File: src/rtl/kmeans_pkg.sv
// Purpose: shared sizes, state encoding and coordinate indexing for the k-means controller.
// Latency: n/a (declarations only).
// Backpressure: n/a.
package kmeans_pkg;

  localparam int K        = 3;                // centroids
  localparam int D        = 2;                // dimensions
  localparam int NCOORD   = K * D;            // flattened centroid coordinates
  localparam int DATA_W   = 16;               // coordinate width (unsigned)
  localparam int ADDR_W   = 10;               // point memory address width
  localparam int ITER_W   = 8;                // iteration counter width
  localparam int PIPE_LAT = 5;                // pipe_data -> pipe_sel latency
  localparam int CID_W    = 2;                // centroid id width
  localparam int SUM_W    = DATA_W + ADDR_W;  // per-coordinate sum, cannot overflow
  localparam int DIV_CNT_W = $clog2(SUM_W);   // divider step counter

  typedef enum logic [2:0] {
    S_IDLE,
    S_CLEAR,
    S_STREAM,
    S_DRAIN,
    S_DIVIDE,
    S_CHECK,
    S_FINISH
  } state_t;

  // Flattened coordinate index: centroid k, dimension d -> 2*k + d.
  function automatic logic [2:0] coord_idx(input logic [CID_W-1:0] k, input logic d);
    return {k, d};
  endfunction

endpackage

File: src/rtl/kmeans_divider.sv
// Purpose: restoring unsigned divider, SUM_W-bit dividend by ADDR_W-bit nonzero divisor.
// Latency: i_start accepted when idle, o_done pulses SUM_W+1 cycles later with o_quotient.
// Backpressure: none; i_start while o_busy is ignored.
// Ports: i_start/i_dividend/i_divisor in; o_busy, o_done (1-cycle pulse), o_quotient (floor, truncated to DATA_W).
module kmeans_divider
  import kmeans_pkg::*;
(
  input  logic              clk,
  input  logic              rst_n,
  input  logic              i_start,
  input  logic [SUM_W-1:0]  i_dividend,
  input  logic [ADDR_W-1:0] i_divisor,
  output logic              o_busy,
  output logic              o_done,
  output logic [DATA_W-1:0] o_quotient
);

  logic [ADDR_W-1:0]    r_rem;
  logic [ADDR_W-1:0]    r_dvs;
  logic [SUM_W-1:0]     r_quo;   // dividend shifts out of the top, quotient bits shift in
  logic [DIV_CNT_W-1:0] r_cnt;
  logic                 r_busy;
  logic                 r_done;

  logic [ADDR_W:0] w_rem_shift;
  logic [ADDR_W:0] w_diff;
  logic            w_ge;

  // Remainder is always below the divisor, so one extra bit covers the shifted value.
  assign w_rem_shift = {r_rem, r_quo[SUM_W-1]};
  assign w_ge        = (w_rem_shift >= {1'b0, r_dvs});
  assign w_diff      = w_rem_shift - {1'b0, r_dvs};

  always_ff @(posedge clk or negedge rst_n) begin
    if (!rst_n) begin
      r_rem  <= '0;
      r_dvs  <= '0;
      r_quo  <= '0;
      r_cnt  <= '0;
      r_busy <= 1'b0;
      r_done <= 1'b0;
    end else if (i_start && !r_busy) begin
      r_rem  <= '0;
      r_dvs  <= i_divisor;
      r_quo  <= i_dividend;
      r_cnt  <= DIV_CNT_W'(SUM_W - 1);
      r_busy <= 1'b1;
      r_done <= 1'b0;
    end else if (r_busy) begin
      r_rem <= w_ge ? w_diff[ADDR_W-1:0] : w_rem_shift[ADDR_W-1:0];
      r_quo <= {r_quo[SUM_W-2:0], w_ge};
      if (r_cnt == '0) begin
        r_busy <= 1'b0;
        r_done <= 1'b1;
      end else begin
        r_cnt <= r_cnt - DIV_CNT_W'(1);
      end
    end else begin
      r_done <= 1'b0;
    end
  end

  assign o_busy     = r_busy;
  assign o_done     = r_done;
  assign o_quotient = r_quo[DATA_W-1:0];

endmodule

File: src/rtl/kmeans_iter_ctrl.sv
// Purpose: sequences Lloyd k-means (K=3, D=2) around an external distance/argmin pipeline.
// Latency: per iteration ~ 1 + N + PIPE_LAT + 3 + 6*(SUM_W+3) + 1 cycles; done pulses one cycle after the last CHECK.
// Backpressure: none; point memory answers in exactly one cycle, start/init_we ignored while busy.
// Ports: start/num_points/max_iter/init_* control; mem_rd_* point memory; centroid*/pipe_data* to pipeline,
//        pipe_sel from pipeline; busy/done/converged/iter_count status.
module kmeans_iter_ctrl
  import kmeans_pkg::*;
(
  input  logic              clk,
  input  logic              rst_n,
  input  logic              i_start,
  input  logic [ADDR_W-1:0] i_num_points,
  input  logic [ITER_W-1:0] i_max_iter,
  input  logic              i_init_we,
  input  logic [CID_W-1:0]  i_init_id,
  input  logic [DATA_W-1:0] i_init_d0,
  input  logic [DATA_W-1:0] i_init_d1,
  output logic              o_mem_rd_en,
  output logic [ADDR_W-1:0] o_mem_rd_addr,
  input  logic [DATA_W-1:0] i_mem_rd_data0,
  input  logic [DATA_W-1:0] i_mem_rd_data1,
  output logic [DATA_W-1:0] o_centroid0_d0,
  output logic [DATA_W-1:0] o_centroid0_d1,
  output logic [DATA_W-1:0] o_centroid1_d0,
  output logic [DATA_W-1:0] o_centroid1_d1,
  output logic [DATA_W-1:0] o_centroid2_d0,
  output logic [DATA_W-1:0] o_centroid2_d1,
  output logic [DATA_W-1:0] o_pipe_data0,
  output logic [DATA_W-1:0] o_pipe_data1,
  input  logic [CID_W-1:0]  i_pipe_sel,
  output logic              o_busy,
  output logic              o_done,
  output logic              o_converged,
  output logic [ITER_W-1:0] o_iter_count
);

  state_t            r_state;
  logic [ADDR_W-1:0] r_num;
  logic [ITER_W-1:0] r_max_iter;
  logic [ITER_W-1:0] r_iter;
  logic              r_busy;
  logic              r_done;
  logic              r_conv;
  logic              r_changed;
  logic              r_rd_en;
  logic [ADDR_W-1:0] r_rd_addr;

  // Point alignment: stage 0 is what the pipeline sees, stage PIPE_LAT lines up with pipe_sel.
  logic              r_rd_vld;
  logic [PIPE_LAT:0] r_vsr;
  logic [DATA_W-1:0] r_dly0 [0:PIPE_LAT];
  logic [DATA_W-1:0] r_dly1 [0:PIPE_LAT];

  logic [DATA_W-1:0] r_cent [0:NCOORD-1];
  logic [DATA_W-1:0] r_new  [0:NCOORD-1];
  logic [SUM_W-1:0]  r_sum  [0:NCOORD-1];
  logic [ADDR_W-1:0] r_cnt  [0:K-1];

  logic [2:0]        r_j;          // coordinate being divided
  logic              r_div_wait;
  logic              r_div_start;

  logic              w_div_busy;
  logic              w_div_done;
  logic [DATA_W-1:0] w_quo;
  logic [CID_W-1:0]  w_k;
  logic              w_cnt_zero;
  logic              w_step;
  logic [DATA_W-1:0] w_step_val;
  logic [2:0]        w_acc_i0;
  logic [2:0]        w_acc_i1;
  logic [2:0]        w_init_i0;
  logic [2:0]        w_init_i1;
  logic [ITER_W-1:0] w_iter_next;

  assign w_k        = r_j[2:1];
  assign w_cnt_zero = (r_cnt[w_k] == '0);
  // Empty cluster steps immediately and keeps the old value; otherwise wait for the quotient.
  assign w_step     = r_div_wait ? w_div_done : w_cnt_zero;
  assign w_step_val = r_div_wait ? w_quo : r_cent[r_j];
  assign w_acc_i0   = coord_idx(i_pipe_sel, 1'b0);
  assign w_acc_i1   = coord_idx(i_pipe_sel, 1'b1);
  assign w_init_i0  = coord_idx(i_init_id, 1'b0);
  assign w_init_i1  = coord_idx(i_init_id, 1'b1);
  assign w_iter_next = r_iter + ITER_W'(1);

  kmeans_divider u_div (
    .clk        (clk),
    .rst_n      (rst_n),
    .i_start    (r_div_start),
    .i_dividend (r_sum[r_j]),
    .i_divisor  (r_cnt[w_k]),
    .o_busy     (w_div_busy),
    .o_done     (w_div_done),
    .o_quotient (w_quo)
  );

  always_ff @(posedge clk or negedge rst_n) begin
    if (!rst_n) begin
      r_rd_vld <= 1'b0;
      r_vsr    <= '0;
      for (int i = 0; i <= PIPE_LAT; i++) begin
        r_dly0[i] <= '0;
        r_dly1[i] <= '0;
      end
    end else begin
      r_rd_vld <= r_rd_en;
      r_vsr    <= {r_vsr[PIPE_LAT-1:0], r_rd_vld};
      if (r_rd_vld) begin
        r_dly0[0] <= i_mem_rd_data0;
        r_dly1[0] <= i_mem_rd_data1;
      end
      for (int i = 1; i <= PIPE_LAT; i++) begin
        r_dly0[i] <= r_dly0[i-1];
        r_dly1[i] <= r_dly1[i-1];
      end
    end
  end

  always_ff @(posedge clk or negedge rst_n) begin
    if (!rst_n) begin
      r_state     <= S_IDLE;
      r_num       <= '0;
      r_max_iter  <= '0;
      r_iter      <= '0;
      r_busy      <= 1'b0;
      r_done      <= 1'b0;
      r_conv      <= 1'b0;
      r_changed   <= 1'b0;
      r_rd_en     <= 1'b0;
      r_rd_addr   <= '0;
      r_j         <= '0;
      r_div_wait  <= 1'b0;
      r_div_start <= 1'b0;
      for (int i = 0; i < NCOORD; i++) begin
        r_cent[i] <= '0;
        r_new[i]  <= '0;
        r_sum[i]  <= '0;
      end
      for (int k = 0; k < K; k++) r_cnt[k] <= '0;
    end else begin
      r_done      <= 1'b0;
      r_div_start <= 1'b0;

      // Only fires in STREAM/DRAIN; the shift register is empty everywhere else.
      if (r_vsr[PIPE_LAT] && (i_pipe_sel < CID_W'(K))) begin
        r_sum[w_acc_i0]   <= r_sum[w_acc_i0] + SUM_W'(r_dly0[PIPE_LAT]);
        r_sum[w_acc_i1]   <= r_sum[w_acc_i1] + SUM_W'(r_dly1[PIPE_LAT]);
        r_cnt[i_pipe_sel] <= r_cnt[i_pipe_sel] + ADDR_W'(1);
      end

      case (r_state)
        S_IDLE: begin
          if (i_init_we && (i_init_id < CID_W'(K))) begin
            r_cent[w_init_i0] <= i_init_d0;
            r_cent[w_init_i1] <= i_init_d1;
          end
          if (i_start) begin
            r_num      <= i_num_points;
            r_max_iter <= (i_max_iter == '0) ? ITER_W'(1) : i_max_iter;
            r_iter     <= '0;
            r_busy     <= 1'b1;
            if (i_num_points == '0) begin
              r_conv  <= 1'b1;
              r_state <= S_FINISH;
            end else begin
              r_conv  <= 1'b0;
              r_state <= S_CLEAR;
            end
          end
        end

        S_CLEAR: begin
          for (int i = 0; i < NCOORD; i++) r_sum[i] <= '0;
          for (int k = 0; k < K; k++) r_cnt[k] <= '0;
          r_changed <= 1'b0;
          r_rd_en   <= 1'b1;
          r_rd_addr <= '0;
          r_state   <= S_STREAM;
        end

        S_STREAM: begin
          if (r_rd_addr == r_num - ADDR_W'(1)) begin
            r_rd_en <= 1'b0;
            r_state <= S_DRAIN;
          end else begin
            r_rd_addr <= r_rd_addr + ADDR_W'(1);
          end
        end

        S_DRAIN: begin
          if (!r_rd_vld && (r_vsr == '0)) begin
            r_j        <= '0;
            r_div_wait <= 1'b0;
            r_state    <= S_DIVIDE;
          end
        end

        S_DIVIDE: begin
          if (!r_div_wait && !w_cnt_zero && !w_div_busy) begin
            r_div_start <= 1'b1;
            r_div_wait  <= 1'b1;
          end
          if (w_step) begin
            r_new[r_j] <= w_step_val;
            if (w_step_val != r_cent[r_j]) r_changed <= 1'b1;
            r_div_wait <= 1'b0;
            if (r_j == 3'(NCOORD - 1)) begin
              // Commit all coordinates together; the last one comes straight from this step.
              for (int i = 0; i < NCOORD - 1; i++) r_cent[i] <= r_new[i];
              r_cent[NCOORD-1] <= w_step_val;
              r_state          <= S_CHECK;
            end else begin
              r_j <= r_j + 3'd1;
            end
          end
        end

        S_CHECK: begin
          r_iter <= w_iter_next;
          if (!r_changed) begin
            r_conv  <= 1'b1;
            r_state <= S_FINISH;
          end else if (w_iter_next == r_max_iter) begin
            r_conv  <= 1'b0;
            r_state <= S_FINISH;
          end else begin
            r_state <= S_CLEAR;
          end
        end

        S_FINISH: begin
          r_done  <= 1'b1;
          r_busy  <= 1'b0;
          r_state <= S_IDLE;
        end

        default: r_state <= S_IDLE;
      endcase
    end
  end

  assign o_mem_rd_en    = r_rd_en;
  assign o_mem_rd_addr  = r_rd_addr;
  assign o_pipe_data0   = r_dly0[0];
  assign o_pipe_data1   = r_dly1[0];
  assign o_centroid0_d0 = r_cent[0];
  assign o_centroid0_d1 = r_cent[1];
  assign o_centroid1_d0 = r_cent[2];
  assign o_centroid1_d1 = r_cent[3];
  assign o_centroid2_d0 = r_cent[4];
  assign o_centroid2_d1 = r_cent[5];
  assign o_busy         = r_busy;
  assign o_done         = r_done;
  assign o_converged    = r_conv;
  assign o_iter_count   = r_iter;

endmodule

File: config.mk
export PLATFORM = sky130hd
export DESIGN_NAME = kmeans_iter_ctrl
export DESIGN_NICKNAME = d
export VERILOG_FILES = /design/src/rtl/kmeans_pkg.sv /design/src/rtl/kmeans_divider.sv /design/src/rtl/kmeans_iter_ctrl.sv
export SDC_FILE = /design/constraint.sdc
export NUM_CORES = 1
export LEC_CHECK = 0
export CORE_AREA = 8 8 251 253
export DETAILED_ROUTE_END_ITERATION = 8
export DIE_AREA = 0 0 259 261
export MAX_ROUTING_LAYER = met4
export PLACE_DENSITY = 0.75
export SLEW_MARGIN = 20
export SYNTH_ARGS = -nofsm -noshare
export SYNTH_HDL_FRONTEND = slang
export SYNTH_HIERARCHICAL = 1
export SYNTH_SLANG_ARGS = --single-unit
File: constraint.sdc
create_clock -name clk -period 5.3 [get_ports clk]
set_input_delay 1.06 -clock clk [delete_from_list [all_inputs] [get_ports clk]]
set_output_delay 1.06 -clock clk [all_outputs]
set_load 0.1 [all_outputs]
Word level (Yosys, flattened, before mapping)
Cells that the tools add are included.

word-level totals
  bits in registers = 679
  input bits = 90
  output and inout port bits = 150
  word-level logic and storage cells = 249

operators by class
  $add $sub $neg = 9
  $lt $le $gt $ge = 16
  equality and inequality tests = 23
  muxes and demuxes = 97
  bitwise operators = 7
  reductions and logical operators = 43

operator list
  kind                                                 count
  bitwise mux 156 bit                                  2
  2-to-1 mux 156 bit                                   2
  bitwise mux 96 bit                                   3
  2-to-1 mux 96 bit                                    3
  2-to-1 mux 26 bit                                    10
  binary-select mux 26 bit (select 3 bit)              3
  case mux 96 bit (2 select lines)                     1
  demux 26 bit (select 3 bit)                          2
  demux 16 bit (select 3 bit)                          3
  2-to-1 mux 16 bit                                    6
  2-to-1 mux 10 bit                                    9
  2-to-1 mux 30 bit                                    2
  adder 26 x 16 -> 26 bit                              2
  binary-select mux 16 bit (select 3 bit)              1
  binary-select mux 10 bit (select 2 bit)              2
  2-to-1 mux 3 bit                                     11
  bitwise mux 30 bit                                   1
  2-to-1 mux 1 bit                                     21
  adder 10 x 1 -> 10 bit (second input constant)       2
  demux 10 bit (select 2 bit)                          1
  >= comparator 4 bit (second input constant)          5
  zero test 10 bit                                     2
  < comparator 4 x 1 -> 1 bit (second input constant)  5
  inverter 3 -> 4 bit                                  5
  other kinds (37)                                     91

Logic depth before layout (Yosys ltp)
  depth after elaboration = 11
  depth in mapped cells = 18
  depth with buffers taken out = 13

By module
Netlist, hierarchy kept.

by module, submodules not included
  module            instances  cells an instance  area each (um2)  seq. area each (um2)
  kmeans_iter_ctrl  1          2661               29034.1          15264.6
  kmeans_divider    1          318                3015.4           1326.3

Least setup slack after synthesis
Ideal clock, no wire load.

  path kind = input -> register
  start = in i_pipe_sel[1]
  end = reg r_sum[20] (netlist name)
  library setup time = 0.078 ns
  arrival time = 4.750 ns
  required time = 5.222 ns
  path slack = 0.472 ns
  stages on the path = 15
  path buffers = 5
  path through = buf_4 > buf_4 > buf_1 > clkbuf_1 > mux2i_1 > o21ai_0 > ha_1 > clkbuf_1 > a21o_1 > a221o_1 > a21o_1 > a41oi_1 > nor4_1 > or3b_2 > a21oi_1

between the ends
  longest elaborated chain between the ends = 9

RTL lines
  item                                                                                 line                     text
  from (decl)                                                                          kmeans_iter_ctrl.sv:30   input logic [CID_W-1:0] i_pipe_sel,
  inverter 3 -> 4 bit (implied by the code)                                            kmeans_iter_ctrl.sv:147  r_sum[w_acc_i0] <= r_sum[w_acc_i0] + SUM_W'(r_dly0[PIPE_LAT]);
  binary-select mux 26 bit (select 3 bit), or another cell as far along                kmeans_iter_ctrl.sv:147
  2-to-1 mux 26 bit (implied by the code) / logical AND 1 bit (equally long branches)  kmeans_iter_ctrl.sv:147
  2-to-1 mux 26 bit (implied by the code)                                              kmeans_iter_ctrl.sv:147
  adder 26 x 16 -> 26 bit / demux 26 bit (select 3 bit) (equally long branches)        kmeans_iter_ctrl.sv:147
  bitwise mux 156 bit                                                                  kmeans_iter_ctrl.sv:147
  bitwise mux 156 bit                                                                  kmeans_iter_ctrl.sv:148  r_sum[w_acc_i1] <= r_sum[w_acc_i1] + SUM_W'(r_dly1[PIPE_LAT]);
  2-to-1 mux 156 bit                                                                   kmeans_iter_ctrl.sv:146  if (r_vsr[PIPE_LAT] && (i_pipe_sel < CID_W'(K))) begin
  2-to-1 mux 156 bit                                                                   kmeans_iter_ctrl.sv:152  case (r_state)
  to (signal, indexed assignment)                                                      kmeans_iter_ctrl.sv:147
  to (signal, indexed assignment)                                                      kmeans_iter_ctrl.sv:148
  to (decl)                                                                            kmeans_iter_ctrl.sv:56   logic [SUM_W-1:0] r_sum [0:NCOORD-1];

Several ways; a longest one is shown, not always the timed one. The select of a mux whose other input is x is not followed.
A chain may end at the register's enable or synchronous reset.

Worst setup path after layout
  start = reg r_j[2]
  end = reg r_cent, in the netlist o_centroid1_d1[11]

between the ends
  longest elaborated chain between the ends = 8

RTL lines
  item                                                  line                     text
  from (decl)                                           kmeans_iter_ctrl.sv:59   logic [2:0] r_j;
  from (signal assigned)                                kmeans_iter_ctrl.sv:214  r_j <= r_j + 3'd1;
  inverter 2 -> 3 bit (implied by the code)             kmeans_iter_ctrl.sv:77   assign w_cnt_zero = (r_cnt[w_k] == '0);
  binary-select mux 10 bit (select 2 bit)               kmeans_iter_ctrl.sv:77
  2-to-1 mux 10 bit (implied by the code) (2 in a row)  kmeans_iter_ctrl.sv:77
  zero test 10 bit                                      kmeans_iter_ctrl.sv:77
  2-to-1 mux 1 bit                                      kmeans_iter_ctrl.sv:79   assign w_step = r_div_wait ? w_div_done : w_cnt_zero;
  inequality test 2 bit (no source line)                -
  AND reduction 4 bit (no source line) (*)              -
  to (signal, indexed assignment)                       kmeans_iter_ctrl.sv:155  r_cent[w_init_i0] <= i_init_d0;
  to (signal, indexed assignment)                       kmeans_iter_ctrl.sv:156  r_cent[w_init_i1] <= i_init_d1;
  to (signal, indexed assignment)                       kmeans_iter_ctrl.sv:211  r_cent[NCOORD-1] <= w_step_val;
  to (decl)                                             kmeans_iter_ctrl.sv:54   logic [DATA_W-1:0] r_cent [0:NCOORD-1];

Every way passes the cells marked *; elsewhere a longest branch is shown, timed or not. The select of a mux whose other input is x is not followed.

==> run_results.csv <==
group,metric,value,unit
logic_synthesis,synth.yosys.warnings,6,
detailed_routing,wl_met3,7612,µm
clock_tree,clkSinkCount,663,
power_and_ir_drop,internal_power,0.01415,W
setup_path,timing.reg2reg.setup_slack,1.07,ns
clock_tree,postCtsSetupRepairBufs,0,
die,start_util,54.01,%
finish,final_layout_size_suffix_gt1_share,12.05,%
sta,final.setup.tns,0,ns
run_status,status,"finished clean",
grt,grt_first_pass_wirelength,142600,µm
grt,grt_antenna_before_repair,3,
sta,fin_crit_sh,79.80,%
job,cap_violations,0,
die,io-pin-count,240,
clock_tree,cts_tree,"built",
sta,max_slew_violations,0,
logic_synthesis,mappedNetlistArea,32050,µm²
sta,fin_worst_hold_slack,0.3190,ns
sta,setup_ws,1.071,ns
clock_tree,cts_root_buffer,"sky130_fd_sc_hd__clkbuf_16",
setup_path,timing.setup.critical_path_class,"reg -> reg",
logic_synthesis,ys_types,89,
setup_path,critical-path-slowest-cell,"sky130_fd_sc_hd__a21oi_4",
clock_tree,clkTransAtPathRegs,0.06,ns
logic_synthesis,ys_ff_latch,663,
sta,finalClockSkew,0.03481,ns
power_and_ir_drop,power_per_cell_area,710.9,nW/µm²
detailed_routing,drc_errors,0,
die,core-area,59340,µm²
sta,timing_hold_violations_final,0,
power_and_ir_drop,power.share.clock,19.2,%
detailed_routing,vias,25152,
setup_path,critPathLaunchType,"flip-flop",
placed_design,placedInstanceArea,34790,µm²
power_and_ir_drop,switching_share,46.47,%
setup_path,cpPeakStageDelay,0.82,ns
grt,grt_start_max_net_pins,125,
power_and_ir_drop,power,0.02644,W
grt,gr-usage-all-layers,27.06,%
detailed_routing,drt-met1-wl,36840,µm
sta,slew-limit-headroom,21.44,%
logic_synthesis,synth_fp_nets,3122,
detailed_routing,met2_length,42980,µm
logic_synthesis,synth_seq_area_share,51.77,%
detailed_routing,initialDrtViolationCount,2484,
die,num_rows,90,
logic_synthesis,commonest_register_cell_after_synthesis,"sky130_fd_sc_hd__dfrtp_1",
setup_path,sort_of_element_at_the_end_of_the_critical_path,"flip-flop",
sta,rsz0062_at_grt,"false",
setup_path,critPathMaxFanout,44,
finish,finish.net_count,3244,
die,fp.dieArea,67600,µm²
sta,tightest_slew,1.174,ns
clock_tree,numCtsBuffers,71,
detailed_routing,drt-pass1-iter-count,6,
logic_synthesis,number_of_flops_mapped_to_enable_cells_by_yosys,0,
detailed_routing,topRoutingLayerUsed,"met4",
detailed_routing,drtAntennaViolNets,0,
placed_design,routabilityCongestion,0.9590,
die,floorplan.die.width,259,µm
hold_path,hold_path_class,"reg -> reg",
power_and_ir_drop,maximum_vdd_drop,659.3,µV
detailed_routing,wire_per_inst,23.08,µm
hold_path,min-delay-start,"r_dly0[27]$_DFF_PN0_",
clock_tree,postCtsResizedCells,0,
grt,globalRouteOverflowTotal,0,
power_and_ir_drop,p_sw,0.01229,W
setup_path,regToRegStartpoint,"r_j[2]$_DFFE_PN0P_",
logic_synthesis,synthesis.instances,2979,
power_and_ir_drop,p_seq_share,33.1,%
setup_path,cpMostUsedCell,"sky130_fd_sc_hd__buf_4",
detailed_routing,avgViaCountPerCell,6.385,
detailed_routing,wirelength,90910,µm
setup_path,cpLargestDelayFamily,"compound AO/OA/AOI/OAI gates",
placed_design,dpl.hpwl,58730,µm
logic_synthesis,syn_avg_cell_area,10.76,µm²
sta,max_clock_freq,236.4,MHz
logic_synthesis,synthArstFlopShare,100.0,%
clock_tree,max_h_tree_level,3,
sta,post-route-min-period,4.229,ns
finish,layout-area-overhead-vs-synth,16.06,%
finish,finalInstanceArea,37200,µm²
clock_tree,clock_insertion_delay_worst_skew,0.62,ns
setup_path,crit_path_cell_chain,"buf_4 > mux2i_1 > o2bb2ai_1 > nor2_1 > nand4_1 > a21oi_4 > o21a_1 > buf_4 > a2bb2oi_1",
grt,first_global_vias,25283,
clock_tree,cts_buffer_depth,3,
setup_path,startpoint,"r_j[2]$_DFFE_PN0P_",
power_and_ir_drop,p_comb_share,47.7,%
setup_path,timing.critical_path.arrival,4.76,ns
setup_path,cp.buffers_inverters,2,
setup_path,timing.critical_path.required,5.83,ns
clock_tree,post_cts_hold_fix_bufs,0,
die,floorplan.die.height,261,µm
sta,final-setup-viol-count,0,
placed_design,port-buffer-count,239,
power_and_ir_drop,power.leakage,16.07,nW
placed_design,post-place-ws,0.4709,ns
## cells in the final DEF (no fill, tap or decap), drive strengths merged, types with 10 or more instances in the layout
| cell type | instances |
|---|---|
| dfrtp | 663 |
| nand2 | 366 |
| clkdlybuf4s50 | 236 |
| o21ai | 216 |
| a21oi | 168 |
| mux2i | 153 |
| mux2 | 140 |
| nor2 | 114 |
| o22ai | 104 |
| clkbuf | 103 |
| a2bb2oi | 96 |
| nor3 | 75 |
| inv | 56 |
| buf | 54 |
| ha | 50 |
| xnor2 | 44 |
| mux4 | 39 |
| nand3 | 39 |
| and3 | 38 |
| a21o | 38 |
| xor2 | 34 |
| o2bb2ai | 27 |
| nor4 | 22 |
| a211oi | 20 |
| nand2b | 19 |
| o31ai | 18 |
| or4 | 16 |
| a22o | 16 |
| a22oi | 13 |
| nand4 | 13 |
| o21a | 12 |
| and2 | 12 |
| nor2b | 10 |
## synth_stat cells, types with 34 or more instances
master / instances / area share [%]
sky130_fd_sc_hd__mux2_2: 130 / 4.6
sky130_fd_sc_hd__dfrtp_1: 663 / 52
sky130_fd_sc_hd__xnor2_1: 44 / 1.2
sky130_fd_sc_hd__nor3_1: 73 / 1.1
sky130_fd_sc_hd__inv_1: 53 / 0.62
sky130_fd_sc_hd__a21oi_1: 165 / 2.6
sky130_fd_sc_hd__a2bb2oi_1: 96 / 2.6
sky130_fd_sc_hd__a21o_1: 37 / 0.87
sky130_fd_sc_hd__nor2_1: 112 / 1.3
sky130_fd_sc_hd__mux4_2: 39 / 2.7
sky130_fd_sc_hd__and3_1: 38 / 0.74
sky130_fd_sc_hd__nand2_1: 366 / 4.3
sky130_fd_sc_hd__mux2i_1: 153 / 4.8
sky130_fd_sc_hd__buf_4: 55 / 1.3
sky130_fd_sc_hd__ha_1: 50 / 2.0
sky130_fd_sc_hd__nand3_1: 38 / 0.59
sky130_fd_sc_hd__o21ai_0: 212 / 3.3
sky130_fd_sc_hd__clkbuf_1: 139 / 1.6
sky130_fd_sc_hd__xor2_1: 34 / 0.93
sky130_fd_sc_hd__o22ai_1: 104 / 2.0
## metal layers
metal / vias to the layer above / track usage [%]
met5: - / -
met4: 0 / 11.37
met3: 265 / 5.067
met2: 1270 / 42.02
met1: 12589 / 34.95
li1: 11028 / -
## worst register-to-register path, stage by stage, from the launching register on
cell and delay (ns):
sky130_fd_sc_hd__dfrtp_4 0.72, sky130_fd_sc_hd__buf_4 0.77, sky130_fd_sc_hd__mux2i_1 0.31, sky130_fd_sc_hd__o2bb2ai_1 0.13
sky130_fd_sc_hd__nor2_1 0.24, sky130_fd_sc_hd__nand4_1 0.22, sky130_fd_sc_hd__a21oi_4 0.83, sky130_fd_sc_hd__o21a_1 0.24
sky130_fd_sc_hd__buf_4 0.45, sky130_fd_sc_hd__a2bb2oi_1 0.25
## logic make-up after synthesis
logic type / after synthesis / synth area share (%)
AOI/OAI and AO/OA: 799 / 16.20
xor gates and xnor gates: 78 / 2.132
adders and majority gates: 53 / 2.139
buffers and inverters: 294 / 4.228
DFF: 663 / 51.77
muxes: 332 / 12.44
and+or+nand+nor: 760 / 11.10
## state kept, by name, summed over array words and instances (netlist names), 8 cells and up
signal,cells
r_sum,156
r_dly0,80
u_div/r_dvs,10
u_div/r_rem,10
r_dly1,80
o_pipe_data0,16
o_mem_rd_addr,10
r_num,10
r_max_iter,8
o_centroid1_d0,16
r_new,80
o_centroid0_d0,16
o_centroid0_d1,16
r_cnt,30
o_iter_count,8
o_centroid2_d0,16
o_centroid1_d1,16
u_div/r_quo,26
o_centroid2_d1,16
o_pipe_data1,16
## power by group through the flow
stage | logic, W | registers, W | clock network [W]
after floorplan | 0.00705 | 0.0107 | 0
after global placement | 0.0122 | 0.00865 | 0
after detailed placement | 0.0124 | 0.00874 | 0
after CTS | 0.0125 | 0.00870 | 0.00516
after global routing | 0.0133 | 0.00894 | 0.00537
final | 0.0126 | 0.00875 | 0.00509
## per-stage QoR
stage | utilization, % | std cells
3_5_place_dp | 58.62 | 3810
2_1_floorplan | - | 2979
5_1_grt | 62.68 | 3939
6_report | 62.68 | 3939
3_3_place_gp | 58.58 | 3809
4_1_cts | 62.65 | 3936
## final cells by class
class                           count  area, µm²
Fill cell                        4577      22150
Sequential cell                   663      16600
Multi-Input combinational cell   2022      14160
Timing Repair Buffer              290       2860
Clock buffer                      103       2088
Tap cell                          782      978.4
Clock inverter                     23      304.0
Inverter                           53      198.9
Antenna cell                        3      7.507
## path summary, 6_finish.rpt
| path | endpoint | depth (start not counted) |
|---|---|---|
| max in group asynchronous | o_centroid2_d0[15]$_DFFE_PN0P_ | 2 |
| hold reg to reg | r_dly0[11]$_DFF_PN0_ | 0 |
| setup reg to reg | o_centroid1_d1[11]$_DFFE_PN0P_ | 9 |
| min in group asynchronous | o_mem_rd_addr[5]$_DFFE_PN0P_ | 1 |
| hold / removal | r_dly0[11]$_DFF_PN0_ | 0 |
| setup / recovery | o_centroid1_d1[11]$_DFFE_PN0P_ | 9 |
No activity file was read; power rests on OpenSTA's default activity.
